File: config.mk
export PLATFORM = sky130hd
export DESIGN_NAME = grf_wb_arbiter
export DESIGN_NICKNAME = d
export VERILOG_FILES = /design/src/rtl/grf_wb_arbiter.sv
export SDC_FILE = /design/constraint.sdc
export NUM_CORES = 1
export LEC_CHECK = 0
export CORE_AREA = 3 3 131 133
export CTS_BUF_LIST = sky130_fd_sc_hd__clkbuf_16
export CTS_CLUSTER_DIAMETER = 120
export CTS_CLUSTER_SIZE = 10
export DETAILED_ROUTE_END_ITERATION = 7
export DIE_AREA = 0 0 134 136
export HOLD_SLACK_MARGIN = 0.1
export PLACE_DENSITY = 0.84
export SLEW_MARGIN = 20
export SYNTH_ARGS = -nofsm -noshare
export SYNTH_HDL_FRONTEND = slang
export SYNTH_SLANG_ARGS = --single-unit
export TNS_END_PERCENT = 100
File: constraint.sdc
create_clock -name clk -period 3.7 [get_ports clk]
set_clock_uncertainty 0.05 [all_clocks]
set_input_delay 0.37 -clock clk [delete_from_list [all_inputs] [get_ports clk]]
set_output_delay 0.37 -clock clk [all_outputs]
set_load 0.01 [all_outputs]
File: src/rtl/grf_wb_arbiter.sv
// Round-robin arbiter that funnels NREQ writeback requesters into the single
// register-file write port through a one-cycle commit stage, plus a busy scoreboard.
module grf_wb_arbiter #(
  parameter int NREQ = 3,
  parameter int PTRW = 2
) (
  input  logic               clk,
  input  logic               rst,
  input  logic               hold,
  input  logic [NREQ-1:0]    req_valid,
  input  logic [5*NREQ-1:0]  req_addr,
  input  logic [32*NREQ-1:0] req_data,
  input  logic [32*NREQ-1:0] req_pc,
  output logic [NREQ-1:0]    req_ready,
  input  logic               rsv_valid,
  input  logic [4:0]         rsv_addr,
  output logic               grf_we,
  output logic [4:0]         grf_waddr,
  output logic [31:0]        grf_wd,
  output logic [31:0]        grf_pc,
  output logic [31:0]        busy,
  output logic [15:0]        commit_cnt
);

  // Handshake: requester i transfers on an edge where req_valid[i] & req_ready[i].
  // req_ready is one-hot or zero, may depend on req_valid in the same cycle, and
  // a requester keeps addr/data/pc stable from valid until ready.

  logic [PTRW-1:0] rr_ptr;
  logic [PTRW-1:0] ptr_nxt;
  logic [PTRW-1:0] gidx;
  logic [NREQ-1:0] grant;
  logic            found;
  logic            hs;
  logic [4:0]      sel_addr;
  logic [31:0]     sel_data;
  logic [31:0]     sel_pc;
  logic [31:0]     busy_nxt;

  // Scan distances 0..NREQ-1 from rr_ptr; the first valid requester wins.
  always_comb begin
    grant = '0;
    gidx  = '0;
    found = 1'b0;
    if (rst && !hold) begin
      for (int k = 0; k < NREQ; k++) begin
        for (int i = 0; i < NREQ; i++) begin
          if (!found && req_valid[i] &&
              ((int'(rr_ptr) + k == i) || (int'(rr_ptr) + k == i + NREQ))) begin
            found    = 1'b1;
            grant[i] = 1'b1;
            gidx     = PTRW'(i);
          end
        end
      end
    end
  end

  assign req_ready = grant;
  assign hs        = found;
  assign ptr_nxt   = (gidx == PTRW'(NREQ - 1)) ? '0 : gidx + PTRW'(1);

  // One-hot AND-OR mux of the granted requester's payload.
  always_comb begin
    sel_addr = '0;
    sel_data = '0;
    sel_pc   = '0;
    for (int i = 0; i < NREQ; i++) begin
      sel_addr = sel_addr | ({5{grant[i]}}  & req_addr[5*i +: 5]);
      sel_data = sel_data | ({32{grant[i]}} & req_data[32*i +: 32]);
      sel_pc   = sel_pc   | ({32{grant[i]}} & req_pc[32*i +: 32]);
    end
  end

  // Clear before set so a reservation landing on the commit edge survives.
  always_comb begin
    busy_nxt = busy;
    if (grf_we) busy_nxt[grf_waddr] = 1'b0;
    if (rsv_valid && (rsv_addr != 5'd0)) busy_nxt[rsv_addr] = 1'b1;
    busy_nxt[0] = 1'b0;
  end

  always_ff @(posedge clk or negedge rst) begin
    if (!rst) begin
      rr_ptr     <= '0;
      grf_we     <= 1'b0;
      grf_waddr  <= '0;
      grf_wd     <= '0;
      grf_pc     <= '0;
      busy       <= '0;
      commit_cnt <= '0;
    end else begin
      grf_we <= hs && (sel_addr != 5'd0);
      if (hs) begin
        rr_ptr    <= ptr_nxt;
        grf_waddr <= sel_addr;
        grf_wd    <= sel_data;
        grf_pc    <= sel_pc;
      end
      busy <= busy_nxt;
      if (grf_we) commit_cnt <= commit_cnt + 16'd1;
    end
  end

endmodule

* Yosys cells after proc, flatten, opt, wreduce, memory -nomap -nowiden *
Cells that the tools add are included.

storage, ports and cells
  output and inout port bits = 121
  word-level logic and storage cells = 133
  register bits = 119
  input port bits = 219

cells by class
  muxes and demuxes = 43
  add/sub/neg operators = 4
  reductions and logical operators = 43
  magnitude comparators = 4
  bitwise logic cells = 18
  eq/ne operators = 14

operators with widths
  cell                                                         number
  AND 32 bit                                                   7
  OR 32 bit                                                    5
  equality test 32 x 3 -> 1 bit (second input constant)        4
  zero test 32 bit                                             3
  equality test 32 x 2 -> 1 bit (second input constant)        2
  equality test 32 x 4 -> 1 bit (second input constant)        2
  two-way mux 32 bit                                           2
  NOT 32 bit                                                   1
  two-way mux 1 bit                                            29
  logical AND 1 bit                                            22
  two-way mux 2 bit                                            9
  adder 16 x 1 -> 16 bit (second input constant)               1
  AND 5 bit                                                    3
  less-than comparator 5 x 6 -> 1 bit (second input constant)  2
  demux 1 bit (select 5 bit)                                   2
  >= comparator 5 x 1 -> 1 bit (second input constant)         2
  OR 5 bit                                                     2
  nonzero test 5 bit                                           2
  zero test 1 bit                                              9
  logical OR 1 bit                                             7
  equality test 2 bit (second input constant)                  3
  equality test 3 bit (second input constant)                  2
  adder 2 x 1 -> 3 bit (second input constant)                 1
  adder 2 x 2 -> 3 bit (second input constant)                 1
  other kinds (3)                                              3

* Longest topological paths before layout *
  depth after elaboration = 50
  depth in mapped cells = 9
  mapped depth without buffers = 7

* Worst setup path before layout *
No wires, ideal clock.

  path kind = register to register
  start point = register rr_ptr[0]
  end point = register grf_we
  arrival = 1.814 ns
  period minus slack after synthesis = 2.005 ns
  stages on the path, launching flop included = 9
  library setup time = 0.142 ns
  buffers on the path = 2
  slack = 1.695 ns
  path through = dfrtp_1 > inv_1 > ha_1 > o21ba_1 > o2111a_1 > buf_6 > buf_8 > a222oi_1 > nand4b_1

between the ends
  word-level cells in the longest chain between the ends = 49

ends and longest elaborated chain
  element                                                           RTL line  RTL
  start, declared                                                   29        logic [PTRW-1:0] rr_ptr;
  start signal, assigned                                            95        rr_ptr <= ptr_nxt;
  zero test 32 bit or equality test 2 x 1 -> 1 bit (tied branches)  49        ((int'(rr_ptr) + k == i) || (int'(rr_ptr) + k == i + NREQ))) begin
  logical OR 1 bit                                                  49
  logical AND 1 bit                                                 48        if (!found && req_valid[i] &&
  two-way mux 1 bit                                                 48
  two-way mux 1 bit                                                 45        if (rst && !hold) begin
  zero test 1 bit                                                   48
  logical AND 1 bit (2 in series)                                   48
  two-way mux 1 bit                                                 48
  (+31 left out)                                                    --
  zero test 1 bit                                                   48
  logical AND 1 bit (2 in series)                                   48
  two-way mux 1 bit                                                 48
  two-way mux 3 bit                                                 45
  AND 5 bit                                                         69        sel_addr = sel_addr | ({5{grant[i]}} & req_addr[5*i +: 5]);
  OR 5 bit                                                          69
  nonzero test 5 bit                                                93        grf_we <= hs && (sel_addr != 5'd0);
  logical AND 1 bit (*)                                             93
  end signal, assigned                                              93
  end, declared                                                     17        output logic grf_we,

Every way passes the cells marked *; elsewhere a longest branch is shown, timed or not. The select of a mux whose other input is x is not followed.
A chain may end at the register's enable or synchronous reset.

* Final worst setup path *
  start point = register rr_ptr[0]
  end point = output req_ready[1]

between the ends
  word-level cells in the longest chain between the ends = 40

ends and longest elaborated chain
  element                                                           RTL line  RTL
  zero test 32 bit or equality test 2 x 1 -> 1 bit (tied branches)  49
  logical OR 1 bit                                                  49
  logical AND 1 bit                                                 48
  two-way mux 1 bit                                                 48
  two-way mux 1 bit                                                 45
  zero test 1 bit                                                   48
  logical AND 1 bit (2 in series)                                   48
  two-way mux 1 bit                                                 48
  (+21 left out)                                                    --
  zero test 1 bit                                                   48
  logical AND 1 bit (2 in series)                                   48
  two-way mux 1 bit                                                 48
  two-way mux 1 bit                                                 45
  zero test 1 bit                                                   48
  logical AND 1 bit (2 in series)                                   48
  two-way mux 1 bit (*)                                             48
  two-way mux 3 bit (*)                                             45
  end, declared                                                     14        output logic [NREQ-1:0] req_ready,

Marked as above.

==> run metrics <==
CTS tree built; Area contributors post-synth dfrtp_1 (55%), a222oi_1 (12%), nand2_1 (10%); Final setup violation count 0; Setup Fix Bufs, Post-CTS 0; critical path type reg -> out; GP Congestion 0.845; num rows 46; clk_lat worst skew approximately 400 ps; Chip Width 134 um; status complete, but fails checks; crit end category primary output; root buffer cell clkbuf_16; post-cts resize count 0; Post-DRT Antenna Nets 0; R2R Setup Slk 1230 ps; Synth cell types 41; Synth Instances between 500 and 600; die height about 140 um; crit path DAT around 2300 ps; worst hold slack 102 ps; Num CTS Buffers 17; Sink Count approximately 120; WP data required about 3300 ps; Layout area overhead 75.8%; Main synth FF type dfrtp_1; most area-hungry cell type in the Yosys netlist dfrtp_1; dpl hpwl roughly 15000 um; leakage power around 3.9 nW; post-synthesis sequential area ratio between 50% and 60%; Hold Path Class in -> async; most common cell after layout, fill and taps aside clkdlybuf4s50_1; Crit-path slowest cell clkdlybuf4s50_1; Syn Nets around 740; largest net degree at the start of global routing 120; Starting Density about a third; maximum vdd drop about 0.33 mV; gr usage total 22.0%; unrepaired setup endpoints after global routing false; average size of a mapped cell 10.4 sq um; max incr delay on CP 590 ps; IO Count between 300 and 400; DRC 20; area of the mapped netlist ~0.0054 sq mm; Nets roughly 1.1k; Yosys warning count 0; placed insts 1043; FMAX between 300 and 400 MHz; PortBufs ~340; fin. max-slew vios 0; Seq cells post-synth 119; non-filler cells, final between 1k and 1.5k; maxcap violations 0; # diodes 0; critical path startpoint category flop; r2r startpoint rr_ptr[0]; initial antenna violation count 1; worst reg2reg path depth 8; crit-path cells inv_1, ha_1, nor2_1, a211o_1, a21oi_4, clkdlybuf4s50_1; DR WL/cell approximately 19 um; DR vias/cell approximately 5.4; number of flops mapped to enable cells by yosys 0; H-tree depth 4; first-pass GRT wire length between 30000 and 40000 um; reg2reg end grf_we; Initial DRC Count approximately 600; Reg clk slew, reported paths roughly 60 ps; Congestion Overflow GR 0; PwrDens approximately 700 mW/mm^2; Async SR Flop Fraction 100%; detailed-route via count roughly 5.8k; TNS Setup 0 ps; Max-Slew Margin vs Limit 47.7%; Final Hold Violating Endpoints 0; DIE AREA ~0.018 sq mm; failing checks design-rule violations; # fillers 1338; Pwr Total between 0.006 and 0.007 W; Synth top area share between 50% and 60%; Post-Route Utilization between 50 and 60%; WL final 20900 um; Core ar. 0.0159 sq mm; period utilization around three quarters; Slew @ Worst Pin roughly 800 ps; layout cells sized above 1 ~5.2%; CP Max Fanout 5; vias in the first global route ~6k; most frequent cells in the layout clkdlybuf4s50_1 (337), nand2_1 (149), dfrtp_1 (119), a222oi_1 (67), o21ai_0 (62); clk buf depth 2; minimum clock period 2740 ps; Initial DRT Pass Iterations 8; # hold bufs at CTS 0
[through the flow]
stage	area (sq um)	worst slack, ps
after detailed placement	8870	1090
final	9440	961
after global placement	8870	1130
after CTS	9440	930
after global routing	9440	840
after floorplan	5370	1690
[cells in the mapped netlist (2+ instances only)]
library cell,count
ha_1,3
and3_1,2
xor2_1,5
a222oi_1,67
or3b_2,4
nor2b_1,2
or3_1,3
nand4_1,4
nand3_1,8
buf_4,2
a22oi_1,2
buf_6,8
a21o_1,2
buf_2,14
xnor2_1,10
nand3b_1,10
o21ai_0,62
clkbuf_1,10
nand2_1,149
inv_1,2
nor2_1,10
dfrtp_1,119
[worst max-delay path by stage]
stage,from,endpoint,slack (ps),cells past startpoint
finish,rr_ptr[0],req_ready[1],960,6
global route,rr_ptr[0],req_ready[1],840,6
CTS,rr_ptr[0],req_ready[1],930,6
detailed placement,hold,grf_we,1090,6
global placement,hold,grf_we,1130,7
floorplan,rr_ptr[0],grf_we,1690,8
[area by class of cell]
type / count / area, sq um / share of cell area [%]
timing repair buffer: 345 / 3450 / 36.5
sequential: 119 / 2980 / 31.6
multi-input combinational: 361 / 2170 / 23.0
clock buffer: 17 / 425 / 4.51
tap: 216 / 270 / 2.86
clock inverter: 14 / 136 / 1.45
inverter: 2 / 7.51 / 0.0796
[state kept, by name, summed over array words and instances, names as in the netlist]
signal,cells
busy,31
grf_we,1
grf_waddr,5
rr_ptr,2
grf_pc,32
grf_wd,32
commit_cnt,16
[cell families after synthesis]
family	count (synthesis)	synth area share [%]
AOI/OAI and AO/OA	144	20.8
xor gates and xnor gates	15	2.45
adders and majority gates	3	0.699
buffers and inverters	37	4.38
DFF	119	55.5
muxes	1	0.210
other	1	0.0699
and+or+nand+nor	197	15.9
[layer usage]
layer	track usage [%]	share of wire, %	wire length [um]
met5	0	0	0
met4	8.34	2.8	593
met3	6.25	9.0	1880
met2	38.1	51	10600
met1	26.1	37	7810
[worst max-delay path, delay by kind of cell, from the launching register on]
family / cells / cell delay, ps
compound gates: 2 / 430
simple gates: 1 / 80
fa+ha+maj: 1 / 390
buf+inv: 2 / 640
flops: 1 / 370
[power by group]
group | total, W | internal (W) | switching, W
clock | 0.00158 | 0.000980 | 0.000603
combinational | 0.00272 | 0.00155 | 0.00118
sequential | 0.00228 | 0.00186 | 0.000424
total | 0.00659 | 0.00438 | 0.00220
Note: power is estimated with default switching activity, not from simulation.
